File: config.mk
export PLATFORM = sky130hd
export DESIGN_NAME = dcache_port_arbiter_flat
export DESIGN_NICKNAME = d
export VERILOG_FILES = /design/src/rtl/dcache_port_arbiter_if.sv /design/src/rtl/dcache_port_arbiter.sv /design/src/flat_wrapper.sv
export SDC_FILE = /design/constraint.sdc
export NUM_CORES = 1
export LEC_CHECK = 0
export ABC_AREA = 1
export ABC_CLOCK_PERIOD_IN_PS = 1970
export BUFFER_PORTS_ARGS = -buffer_cell sky130_fd_sc_hd__buf_2
export CORE_MARGIN = 2
export CORE_UTILIZATION = 48
export DETAILED_ROUTE_END_ITERATION = 8
export GPL_TIMING_DRIVEN = 0
export HOLD_SLACK_MARGIN = 0.02
export PLACE_DENSITY_LB_ADDON = 0.1
export SYNTH_ARGS = -nofsm -noshare
export SYNTH_HDL_FRONTEND = slang
export SYNTH_SLANG_ARGS = --single-unit
export TNS_END_PERCENT = 5
File: constraint.sdc
create_clock -name CLK -period 1.97 [get_ports CLK]
set_clock_uncertainty 0.05 [all_clocks]
set_input_delay 0.0985 -clock CLK [delete_from_list [all_inputs] [get_ports CLK]]
set_output_delay 0.0985 -clock CLK [all_outputs]
set_load 0.01 [all_outputs]
File: src/rtl/dcache_port_arbiter_if.sv
// Bundle of the NCPUS datapath request channels and the single dcache port.
// A core's REN/WEN is its valid; it holds REN/WEN/addr/store until its one-cycle dp_dhit.
// The arbiter's forwarded dc_dmem*EN is valid to the dcache; dc_dhit is the dcache's completion.
interface dcache_port_arbiter_if #(
    parameter int NCPUS  = 2,
    parameter int WORD_W = 32,
    parameter int ADDR_W = 32
);
    logic [NCPUS-1:0]        dp_dmemREN;
    logic [NCPUS-1:0]        dp_dmemWEN;
    logic [NCPUS-1:0]        dp_datomic;
    logic [NCPUS*ADDR_W-1:0] dp_dmemaddr;
    logic [NCPUS*WORD_W-1:0] dp_dmemstore;
    logic [NCPUS-1:0]        dp_halt;
    logic [NCPUS-1:0]        dp_dhit;
    logic [NCPUS*WORD_W-1:0] dp_dmemload;

    logic                    dc_dmemREN;
    logic                    dc_dmemWEN;
    logic [ADDR_W-1:0]       dc_dmemaddr;
    logic [WORD_W-1:0]       dc_dmemstore;
    logic                    dc_halt;
    logic                    dc_dhit;
    logic [WORD_W-1:0]       dc_dmemload;

    modport master (
        input  dp_dmemREN, dp_dmemWEN, dp_datomic, dp_dmemaddr, dp_dmemstore, dp_halt,
        input  dc_dhit, dc_dmemload,
        output dp_dhit, dp_dmemload,
        output dc_dmemREN, dc_dmemWEN, dc_dmemaddr, dc_dmemstore, dc_halt
    );

    modport slave (
        output dp_dmemREN, dp_dmemWEN, dp_datomic, dp_dmemaddr, dp_dmemstore, dp_halt,
        output dc_dhit, dc_dmemload,
        input  dp_dhit, dp_dmemload,
        input  dc_dmemREN, dc_dmemWEN, dc_dmemaddr, dc_dmemstore, dc_halt
    );
endinterface

File: src/rtl/dcache_port_arbiter.sv
// Round-robin arbiter of NCPUS datapath channels onto one dcache port,
// with per-core LL/SC reservations and a merged halt.
module dcache_port_arbiter #(
    parameter int NCPUS  = 2,
    parameter int WORD_W = 32,
    parameter int ADDR_W = 32
) (
    input  logic                  CLK,
    input  logic                  RST,
    dcache_port_arbiter_if.master bus,
    output logic [1:0]            dbg_state
);
    localparam int GW = (NCPUS > 1) ? $clog2(NCPUS) : 1;
    localparam int LW = ADDR_W - 2;
    localparam logic [GW-1:0] LAST_RST = GW'(NCPUS - 1);

    typedef enum logic [1:0] {
        IDLE   = 2'd0,
        BUSY   = 2'd1,
        SCFAIL = 2'd2
    } state_t;

    state_t            state_q, state_d;
    logic [GW-1:0]     grant_q, grant_d;
    logic [GW-1:0]     last_q, last_d;
    logic [GW-1:0]     win;
    logic              win_found;
    logic              win_sc;
    logic [LW-1:0]     win_word;
    logic [NCPUS-1:0]  req;
    logic [NCPUS-1:0]  link_valid_q, link_valid_d;
    logic [LW-1:0]     link_addr_q [NCPUS];
    logic [LW-1:0]     link_addr_d [NCPUS];
    logic              g_ren, g_wen, g_atomic;
    logic [ADDR_W-1:0] g_addr;
    logic [WORD_W-1:0] g_store;

    assign req         = bus.dp_dmemREN | bus.dp_dmemWEN;
    assign bus.dc_halt = &bus.dp_halt;
    assign dbg_state   = state_q;

    // The core just after the last one served is examined first.
    always_comb begin
        logic [GW-1:0] idx;
        win_found = 1'b0;
        win       = last_q;
        idx       = last_q;
        for (int k = 1; k <= NCPUS; k++) begin
            idx = GW'((int'(last_q) + k) % NCPUS);
            if (!win_found && req[idx]) begin
                win_found = 1'b1;
                win       = idx;
            end
        end
    end

    always_comb begin
        int wi;
        wi       = int'(win);
        win_sc   = bus.dp_dmemWEN[win] & bus.dp_datomic[win];
        win_word = bus.dp_dmemaddr[wi*ADDR_W + 2 +: LW];
    end

    always_comb begin
        int gi;
        gi       = int'(grant_q);
        g_ren    = bus.dp_dmemREN[grant_q];
        g_wen    = bus.dp_dmemWEN[grant_q];
        g_atomic = bus.dp_datomic[grant_q];
        g_addr   = bus.dp_dmemaddr[gi*ADDR_W +: ADDR_W];
        g_store  = bus.dp_dmemstore[gi*WORD_W +: WORD_W];
    end

    always_ff @(posedge CLK or posedge RST) begin
        if (RST) begin
            state_q      <= IDLE;
            grant_q      <= '0;
            last_q       <= LAST_RST;
            link_valid_q <= '0;
            for (int i = 0; i < NCPUS; i++) begin
                link_addr_q[i] <= '0;
            end
        end else begin
            state_q      <= state_d;
            grant_q      <= grant_d;
            last_q       <= last_d;
            link_valid_q <= link_valid_d;
            link_addr_q  <= link_addr_d;
        end
    end

    always_comb begin
        int gi;
        gi               = int'(grant_q);
        state_d          = state_q;
        grant_d          = grant_q;
        last_d           = last_q;
        link_valid_d     = link_valid_q;
        link_addr_d      = link_addr_q;
        bus.dp_dhit      = '0;
        bus.dp_dmemload  = '0;
        bus.dc_dmemREN   = 1'b0;
        bus.dc_dmemWEN   = 1'b0;
        bus.dc_dmemaddr  = '0;
        bus.dc_dmemstore = '0;
        case (state_q)
            IDLE: begin
                if (win_found) begin
                    grant_d = win;
                    // An SC is resolved at grant time; a failing one never reaches the dcache.
                    if (win_sc && !(link_valid_q[win] && (link_addr_q[win] == win_word))) begin
                        state_d = SCFAIL;
                    end else begin
                        state_d = BUSY;
                    end
                end
            end
            BUSY: begin
                bus.dc_dmemREN   = g_ren;
                bus.dc_dmemWEN   = g_wen;
                bus.dc_dmemaddr  = g_addr;
                bus.dc_dmemstore = g_store;
                if (bus.dc_dhit) begin
                    bus.dp_dhit[grant_q] = 1'b1;
                    if (g_ren) begin
                        bus.dp_dmemload[gi*WORD_W +: WORD_W] = bus.dc_dmemload;
                    end else if (g_atomic) begin
                        bus.dp_dmemload[gi*WORD_W +: WORD_W] = WORD_W'(1);
                    end
                    if (g_ren && g_atomic) begin
                        link_valid_d[grant_q] = 1'b1;
                        link_addr_d[grant_q]  = g_addr[ADDR_W-1:2];
                    end
                    if (g_wen) begin
                        for (int j = 0; j < NCPUS; j++) begin
                            if (link_addr_q[j] == g_addr[ADDR_W-1:2]) begin
                                link_valid_d[j] = 1'b0;
                            end
                        end
                        if (g_atomic) begin
                            link_valid_d[grant_q] = 1'b0;
                        end
                    end
                    last_d  = grant_q;
                    state_d = IDLE;
                end
            end
            SCFAIL: begin
                bus.dp_dhit[grant_q]  = 1'b1;
                link_valid_d[grant_q] = 1'b0;
                last_d                = grant_q;
                state_d               = IDLE;
            end
            default: begin
                state_d = IDLE;
            end
        endcase
    end
endmodule

File: src/flat_wrapper.sv
// flat-port wrapper written by rule: the top's interface ports become plain ports
module dcache_port_arbiter_flat 
#(
    parameter int NCPUS  = 2,
    parameter int WORD_W = 32,
    parameter int ADDR_W = 32
)
  (CLK, RST, dbg_state, bus_dp_dmemREN, bus_dp_dmemWEN, bus_dp_datomic, bus_dp_dmemaddr, bus_dp_dmemstore, bus_dp_halt, bus_dc_dhit, bus_dc_dmemload, bus_dp_dhit, bus_dp_dmemload, bus_dc_dmemREN, bus_dc_dmemWEN, bus_dc_dmemaddr, bus_dc_dmemstore, bus_dc_halt);
  dcache_port_arbiter_if #(.NCPUS(NCPUS), .WORD_W(WORD_W), .ADDR_W(ADDR_W)) bus_i ();
  input  logic CLK;
  input  logic RST;
  output logic [1:0] dbg_state;
  input wire logic [$bits(bus_i.dp_dmemREN)-1:0] bus_dp_dmemREN;
  input wire logic [$bits(bus_i.dp_dmemWEN)-1:0] bus_dp_dmemWEN;
  input wire logic [$bits(bus_i.dp_datomic)-1:0] bus_dp_datomic;
  input wire logic [$bits(bus_i.dp_dmemaddr)-1:0] bus_dp_dmemaddr;
  input wire logic [$bits(bus_i.dp_dmemstore)-1:0] bus_dp_dmemstore;
  input wire logic [$bits(bus_i.dp_halt)-1:0] bus_dp_halt;
  input wire logic [$bits(bus_i.dc_dhit)-1:0] bus_dc_dhit;
  input wire logic [$bits(bus_i.dc_dmemload)-1:0] bus_dc_dmemload;
  output wire logic [$bits(bus_i.dp_dhit)-1:0] bus_dp_dhit;
  output wire logic [$bits(bus_i.dp_dmemload)-1:0] bus_dp_dmemload;
  output wire logic [$bits(bus_i.dc_dmemREN)-1:0] bus_dc_dmemREN;
  output wire logic [$bits(bus_i.dc_dmemWEN)-1:0] bus_dc_dmemWEN;
  output wire logic [$bits(bus_i.dc_dmemaddr)-1:0] bus_dc_dmemaddr;
  output wire logic [$bits(bus_i.dc_dmemstore)-1:0] bus_dc_dmemstore;
  output wire logic [$bits(bus_i.dc_halt)-1:0] bus_dc_halt;
  assign bus_i.dp_dmemREN = bus_dp_dmemREN;
  assign bus_i.dp_dmemWEN = bus_dp_dmemWEN;
  assign bus_i.dp_datomic = bus_dp_datomic;
  assign bus_i.dp_dmemaddr = bus_dp_dmemaddr;
  assign bus_i.dp_dmemstore = bus_dp_dmemstore;
  assign bus_i.dp_halt = bus_dp_halt;
  assign bus_i.dc_dhit = bus_dc_dhit;
  assign bus_i.dc_dmemload = bus_dc_dmemload;
  assign bus_dp_dhit = bus_i.dp_dhit;
  assign bus_dp_dmemload = bus_i.dp_dmemload;
  assign bus_dc_dmemREN = bus_i.dc_dmemREN;
  assign bus_dc_dmemWEN = bus_i.dc_dmemWEN;
  assign bus_dc_dmemaddr = bus_i.dc_dmemaddr;
  assign bus_dc_dmemstore = bus_i.dc_dmemstore;
  assign bus_dc_halt = bus_i.dc_halt;
  dcache_port_arbiter #(.NCPUS(NCPUS), .WORD_W(WORD_W), .ADDR_W(ADDR_W)) u_core (.CLK(CLK), .RST(RST), .bus(bus_i), .dbg_state(dbg_state));
endmodule
# Yosys cells after proc, flatten, opt, wreduce, memory -nomap -nowiden
# Index checks and enable logic that the tools add are counted.
# word_totals
romBits	0
n_memories	0
input_bits	171
latch_bits	0
reg_bits	66
output_inout_bits	135
mem_bits_rw	0
# classes
eq_ne	7
n_shift	6
n_bitwise	10
add_sub_neg	4
multipliers	0
muxes	57
reduce_logical	15
magnitude_cmp	8
div	0
# ops
cell	n
$mux 64	4
$and 64x64->64	2
$shiftx 64x7->32	2
$mux 30	4
$eq 30x30->1	3
$mux 32	2
$shift 32x33->64 const A	1
$shiftx 32x33->64	1
$shiftx 32x33->64 const A	1
$shiftx 64x32->30	1
$bwmux 60	1
$neg 6->33	1
$mux 1	32
$demux 30 s1	1
$mux 2	8
$pmux 2 s2	3
$lt 1x2->1 const B	4
$reduce_and 2->1	4
$add 6x2->7 const B	1
$logic_and 1x1->1	6
$and 2x2->2	2
$ge 2x2->1 const B	2
$not 1->2	2
$or 2x2->2	2
other kinds (15)	17

# Depth between registers and ports, before layout
# Gate-level depths: netlist of the first run.
# logic_depth
word_depth	18
depth_mapped	13
ltp_nobuf	13

# Least setup slack after synthesis of the first run
# No wires, ideal clock.
# synth_timing
path_kind	register to register
start	reg u_core.state_q[1], in the netlist u_core.dbg_state[1]
end	reg u_core.link_valid_q[0]
t_arrival_ps	1601
path_stages_with_launch	12
slack_ps	198
setup_ps	121
path_buffers	1
path_cell_list	dfrtp_1 > inv_1 > ha_1 > clkbuf_1 > o21ai_0 > nand2_1 > a21oi_1 > nand2_1 > nor2_1 > nand2_1 > nor2_1 > nor2_1
# synth_between
elab_chain_cells	3
elab_cells_between_ends	6
classes_between	eq/ne (3); mux (1); reduce/logical (2)
# synth_lines
item	line	source
start: declaration	dcache_port_arbiter.sv:23	state_t state_q, state_d;
start signal: assignment	dcache_port_arbiter.sv:84	state_q <= state_d;
$eq 2x1->1 or $eq 2x2->1 (tied branches)	dcache_port_arbiter.sv:106	case (state_q)
$ne 2x2->1 (no line) or $reduce_bool 2->1 (tied branches)	n/a	
$reduce_and 2->1 (no line)	n/a	
end signal: assignment	dcache_port_arbiter.sv:87	link_valid_q <= link_valid_d;
end: declaration	dcache_port_arbiter.sv:31	logic [NCPUS-1:0] link_valid_q, link_valid_d;
# Several ways; a longest one is shown, not always the timed one.
# A chain may end at the register's enable or synchronous reset.

# Worst setup path after layout of the first run
# layout_timing
start	reg u_core.grant_q
end	out bus_dc_dmemstore[14]
# layout_between
elab_chain_cells	2
# layout_lines
item	line	source
start: declaration	dcache_port_arbiter.sv:24	logic [GW-1:0] grant_q, grant_d;
start signal: assignment	dcache_port_arbiter.sv:85	grant_q <= grant_d;
$shiftx 64x7->32	dcache_port_arbiter.sv:71	g_store = bus.dp_dmemstore[gi*WORD_W +: WORD_W];
$mux 32	dcache_port_arbiter.sv:106	
end: declaration	flat_wrapper.sv:26	output wire logic [$bits(bus_i.dc_dmemstore)-1:0] bus_dc_dmemstore;
# Every way passes these cells.

==> flow_summary.yaml, run 1 <==
drt:
  routed_wl_um: 26200
  vias: 8253
  drt_first_pass_iters: 8
  drc_errors: 0
  routed_via_density: 5.08
  wl_per_cell_um: 16.2
  antenna_left: 0
  drt_iter0_drc: 838
yosys:
  yosys.area.top_type: "dfrtp_1"
  syn_area_mm2: 0.00623
  yosysMostFrequentCell: "nand2_1"
  synth_cell_types: 29
  synthTopCellsByArea: "dfrtp_1 (26%), nand2_1 (21%), nor2_1 (12%)"
  ys_seq_elements: 66
  yosys_warnings: 0
  synth_seq_area_share: 0.265
  syn_area_per_cell_um2: 5.60
  syn-num-nets: 1286
  synth_top_cell_area_share: 0.261
  synth_commonest_cells: "nand2_1 (345), nor2_1 (194), inv_1 (163), o21ai_0 (79), nor3_1 (70)"
  async_flop_share: 1.00
  synth_edf_count: 0
  synth-main-ff-cell: "dfrtp_1"
  postSynthCellCount: 1112
cts:
  cts_tree: "built"
  cts_max_level: 3
  path_clk_slew_ns: 0.05
  cts_inserted_buffers: 9
  cts_root_buffer: "clkbuf_16"
  worstSkewPairLatency_ns: 0.34
  cts.path.max_buffers: 2
  cts.sinks: 66
worst_hold_path:
  whs_path_depth: 3
  hp-start: "bus_dp_dmemaddr[43]"
  hold_class: "input pin to register"
  hold_end: "u_core.link_addr_q[9]$_DFFE_PP0P_"
die:
  fp.dieArea_mm2: 0.0139
  rows: 41
  die_h_um: 118
  die_w_um: 118
  core_mm2: 0.0126
  initial_core_util: 0.493
  ios: 306
critical_path:
  startpoint_type: "register"
  r2r_slack_ns: 0
  r2r_end: "u_core.link_valid_q[1]$_DFFE_PP0P_"
  r2r-start: "u_core.grant_q$_DFFE_PP0P_"
  max_stage_delay_ns: 0.40
  r2r_cells: 11
  crit_type: "register to primary output"
  cp_cell_sequence: "buf_6 > inv_2 > buf_6 > buf_2 > nor2_1 > nor2_1 > buf_2"
  arrival_ns: 1.84
  critPathMaxFanout: 10
  worstSetupEndpointType: "primary output"
  slowest_stage: "dfrtp_1"
  worstPathRequired_ns: 1.82
sta:
  worst_slack_ns: -0.0149
  rsz0062_at_grt: "yes"
  fmax_mhz: 504
  final_hold_viol_count: 0
  maxSlewHeadroom: 0.436
  worst_pin_slew_ns: 0.846
  setup_viol_count_final: 3
  final-max-slew-violation-count: 0
  post-route-period-util: 1.01
  finalSetupTns_ns: -0.0332
  fin_crit_ns: 1.98
grt:
  grt_pass1_vias: 7381
  antenna_found_initial: 1
  grt_pass1_wl_um: 39300
  grt_overflow: 0
  grt_max_degree: 67
  grt.total_usage: 0.362
job:
  cap_violations: 0
final_layout:
  area_growth_syn_to_layout_pct: 39.2
  finalNetCount: 1622
  drive_gt1_frac: 0.285
power_and_ir_drop:
  max-vdd-ir-drop_uv: 630
  combPwrFrac: 0.638
  power_density_mw_per_mm2: 1350
  finalPower_uw: 11700
  p_leak_uw: 0.00507
  clock_power_share: 0.143
  p_sw_frac: 0.514
  p_seq_frac: 0.219
  p_sw_uw: 5990
  intPower_uw: 5670
status:
  status: "finished, violations left"
  violations: "negative setup slack"
placed_design:
  hpwl_um: 20300
  place_ws_ns: -0.233
  gp_congestion: 0.966
  io_buffers: 305
## power groups by stage
stage	clock network [uW]	registers [uW]	logic [uW]
after floorplan	0	2380	4540
after global placement	0	2500	6810
after detailed placement	0	2530	6880
after CTS	1670	2510	7190
after global routing	1730	2620	8190
final	1670	2550	7440
## per-layer routing
metal / vias to the layer above / wire [um] / part of all wire / GRT usage
met3: 69 / 2710 / 0.10 / 0.0775
met2: 459 / 12000 / 0.46 / 0.594
met1: 3628 / 10500 / 0.40 / 0.465
met4: 0 / 1020 / 0.039 / 0.138
li1: 4097 / - / - / -
met5: - / 0 / 0 / 0
## cell type report
| class | instances | area (um^2) |
|---|---|---|
| Antenna cell | 1 | 2.50 |
| Sequential cell | 66 | 1650 |
| Clock inverter | 2 | 35.0 |
| Inverter | 168 | 633 |
| Buffer | 48 | 347 |
| Tap cell | 172 | 215 |
| Clock buffer | 13 | 270 |
| Multi-Input combinational cell | 830 | 3790 |
| Timing Repair Buffer | 325 | 1720 |
| Fill cell | 1192 | 3950 |
## state kept, by name, summed over array words and instances (netlist names)
signal               count
u_core.link_addr_q      60
u_core.dbg_state         2
u_core.link_valid_q      2
u_core.grant_q           1
u_core.last_q            1
## critical path, delay by kind of cell, from the launching register on
| kind | cells | cell delay [ns] |
|---|---|---|
| buffers and inverters | 5 | 0.92 |
| DFF | 1 | 0.40 |
| and+or+nand+nor | 2 | 0.19 |
## layout by cell type, fill, tap and decap left out, types with 10 or more instances in the layout
cell / instances
buf_2: 319
buf_6: 10
clkbuf_2: 11
dfrtp_1: 65
dlygate4sd3_1: 18
inv_1: 160
nand2_1: 343
nand3_1: 13
nor2_1: 190
nor3_1: 68
o21ai_0: 74
o21ai_1: 67
o21ai_2: 21
xor2_1: 20
## worst max path at each step
stage                                                from  cells past startpoint                                  to
after detailed placement  u_core.dbg_state[1]$_DFFE_PP0P_                      7                  bus_dc_dmemaddr[3]
after global placement                                RST                      2  u_core.link_addr_q[31]$_DFFE_PP0P_
final                          u_core.grant_q$_DFFE_PP0P_                      7                bus_dc_dmemstore[14]
after floorplan                                       RST                      1     u_core.dbg_state[0]$_DFFE_PP0P_
after CTS                 u_core.dbg_state[1]$_DFFE_PP0P_                      8                  bus_dp_dmemload[0]
after global routing           u_core.grant_q$_DFFE_PP0P_                      7                bus_dc_dmemstore[25]
## through the flow
step	std cells	cell area (um^2)	hold WS (ns)	util
2_1_floorplan	1112	6230	0.201	-
3_3_place_gp	1589	7970	0.337	0.631
3_5_place_dp	1589	7970	0.277	0.632
4_1_cts	1622	8580	0.0203	0.680
5_1_grt	1624	8660	0.0353	0.687
6_report	1625	8670	0.0230	0.687
## logic make-up (layout without fill, tap and decap cells)
group,after synthesis,in the layout,synth area share
AOI/OAI and AO/OA,169,169,0.149
xor gates and xnor gates,31,31,0.0436
adders and majority gates,3,3,0.00603
buffers and inverters,216,556,0.139
DFF,66,66,0.265
other,0,1,0
and+or+nand+nor,627,627,0.397
## repair_timing
action,4_1_cts,5_1_grt
cloned,0,1
pin swaps,0,1
hold buffers,18,0
setup buffers,0,1
hold endpoints to repair,82,0
gates resized for setup,51,31
setup endpoints to repair,156,185
(Power assumes the default switching activity.)
==> run 2, diff against run 1 <==
--- a/config.mk
+++ b/config.mk
@@ -8,8 +8,10 @@
 export ABC_AREA = 1
 export ABC_CLOCK_PERIOD_IN_PS = 1970
 export BUFFER_PORTS_ARGS = -buffer_cell sky130_fd_sc_hd__buf_2
+export CELL_PAD_IN_SITES_DETAIL_PLACEMENT = 1
+export CELL_PAD_IN_SITES_GLOBAL_PLACEMENT = 1
 export CORE_MARGIN = 2
-export CORE_UTILIZATION = 48
+export CORE_UTILIZATION = 30
 export DETAILED_ROUTE_END_ITERATION = 8
 export GPL_TIMING_DRIVEN = 0
 export HOLD_SLACK_MARGIN = 0.02
==> flow_summary.yaml, run 2 (same netlist as run 1, synthesis figures left out) <==
die:
  rows: 52
  ios: 306
  die_h_um: 148
  initial_core_util: 0.307
  fp.dieArea_mm2: 0.0219
  core_mm2: 0.0203
  die_w_um: 148
power_and_ir_drop:
  p_leak_uw: 0.00516
  max-vdd-ir-drop_uv: 484
  power_density_mw_per_mm2: 1350
sta:
  worst_pin_slew_ns: 0.508
  fin_crit_ns: 2.01
  final_hold_viol_count: 0
  finalSetupTns_ns: -0.0674
  rsz0062_at_grt: "yes"
  setup_viol_count_final: 6
  fmax_mhz: 498
  worst_slack_ns: -0.0373
  post-route-period-util: 1.02
  final-max-slew-violation-count: 0
  maxSlewHeadroom: 0.661
cts:
  path_clk_slew_ns: 0.06
  cts_inserted_buffers: 9
  cts_root_buffer: "clkbuf_16"
  cts.path.max_buffers: 2
  worstSkewPairLatency_ns: 0.35
  cts_tree: "built"
  cts.sinks: 66
  cts_max_level: 3
final_layout:
  layout.cells.non_filler: 1734
  area_growth_syn_to_layout_pct: 45.9
  layout_common_cells: "nand2_1 (344), buf_2 (316), nor2_1 (190)"
  top_register: "u_core.link_addr_q"
  final_common_cell: "nand2_1"
  antennaDiodeCount: 0
  largest_reg_flops: 60
  drive_gt1_frac: 0.294
  finalNetCount: 1633
  n_fill_cell: 2889
grt:
  grt_overflow: 0
  grt_max_degree: 55
  grt_pass1_vias: 8113
  grt.total_usage: 0.269
  grt_pass1_wl_um: 45500
  antenna_found_initial: 0
placed_design:
  gp_congestion: 0.886
  place_inst: 1688
  io_buffers: 305
  place_ws_ns: -0.313
  hpwl_um: 23600
drt:
  wl_per_cell_um: 17.5
  drt_iter0_drc: 467
  antenna_left: 0
  drc_errors: 0
  routed_wl_um: 30300
  routed_via_density: 4.79
  drt_first_pass_iters: 5
  vias: 8305
critical_path:
  critPathMaxFanout: 10
  max_stage_delay_ns: 0.43
  slowest_stage: "dfrtp_1"
  startpoint_type: "register"
  arrival_ns: 2.20
  cp_cell_sequence: "buf_12 > buf_8 > nand2_1 > o21ai_2 > o21ai_0 > nor2_1 > nand3_1 > nor2_1 > nand2_1 > nor2_1 > nor2_1"
  crit_type: "register to register"
  worstSetupEndpointType: "register"
  worstPathRequired_ns: 2.16
  crit_top_cell: "nor2_1"
status:
  status: "finished, violations left"
  violations: "negative setup slack"
worst_hold_path:
  hold_class: "input pin to register"
job:
  cap_violations: 0
==> run 2: worst paths after layout <==
check,startpoint,endpoint,slack [ns],cells past startpoint
setup / recovery,u_core.grant_q$_DFFE_PP0P_,u_core.link_valid_q[1]$_DFFE_PP0P_,-0.04,11
hold / removal,bus_dp_dmemaddr[7],u_core.link_addr_q[35]$_DFFE_PP0P_,0.02,3
setup reg to reg,u_core.grant_q$_DFFE_PP0P_,u_core.link_valid_q[1]$_DFFE_PP0P_,-0.04,11
max in group asynchronous,RST,u_core.last_q$_DFFE_PP1P_,1.10,4
hold reg to reg,u_core.link_addr_q[22]$_DFFE_PP0P_,u_core.link_addr_q[22]$_DFFE_PP0P_,0.44,2
min in group asynchronous,RST,u_core.link_addr_q[54]$_DFFE_PP0P_,0.16,3
==> run 2: power by group <==
group / total, uW / switching, uW / internal (uW)
registers: 2580 / 661 / 1920
clock network: 1910 / 678 / 1230
logic: 7780 / 4960 / 2830
==> run 2: per-layer routing <==
metal  part of all wire  routed length, um  vias to the layer above  track usage
met1               0.45              13700                     3920        0.371
li1                   -                  -                     4118            -
met5                  0                  0                        -            0
met3              0.058               1750                       27       0.0429
met4              0.012                364                        0       0.0481
met2               0.48              14400                      240        0.451
==> run 2: cell type report <==
type | instances | area, um^2 | share of cell area
Tap cell | 270 | 338 | 0.0372
Clock inverter | 7 | 118 | 0.0129
Timing Repair Buffer | 336 | 1850 | 0.204
Sequential cell | 66 | 1650 | 0.182
Inverter | 168 | 638 | 0.0702
Clock buffer | 9 | 225 | 0.0248
Multi-Input combinational cell | 830 | 3840 | 0.423
Buffer | 48 | 423 | 0.0465
==> run 2: repair_timing <==
item	in CTS	in global routing
endpoints found under the setup margin	193	178
hold buffers	29	0
pin swaps	0	4
resized for setup	49	87
buffers inserted	0	1
endpoints found under the hold margin	93	0
==> run 2: worst max-delay path: cells and delay by family, from the launching register on <==
kind / cells / cell delay [ns]
flops: 1 / 0.43
buf+inv: 2 / 0.38
compound gates: 2 / 0.26
simple gates: 7 / 0.78
==> run 2: metrics by stage <==
stage	total power, uW	instance area (um^2)	utilization	hold slack, ns
after floorplan	6920	6230	-	0.201
after global routing	13300	9090	0.448	0.0363
after CTS	12000	8880	0.437	0.0208
final	12300	9090	0.448	0.0203
after detailed placement	9740	8120	0.400	-0.0135
after global placement	9600	8090	0.399	0.336
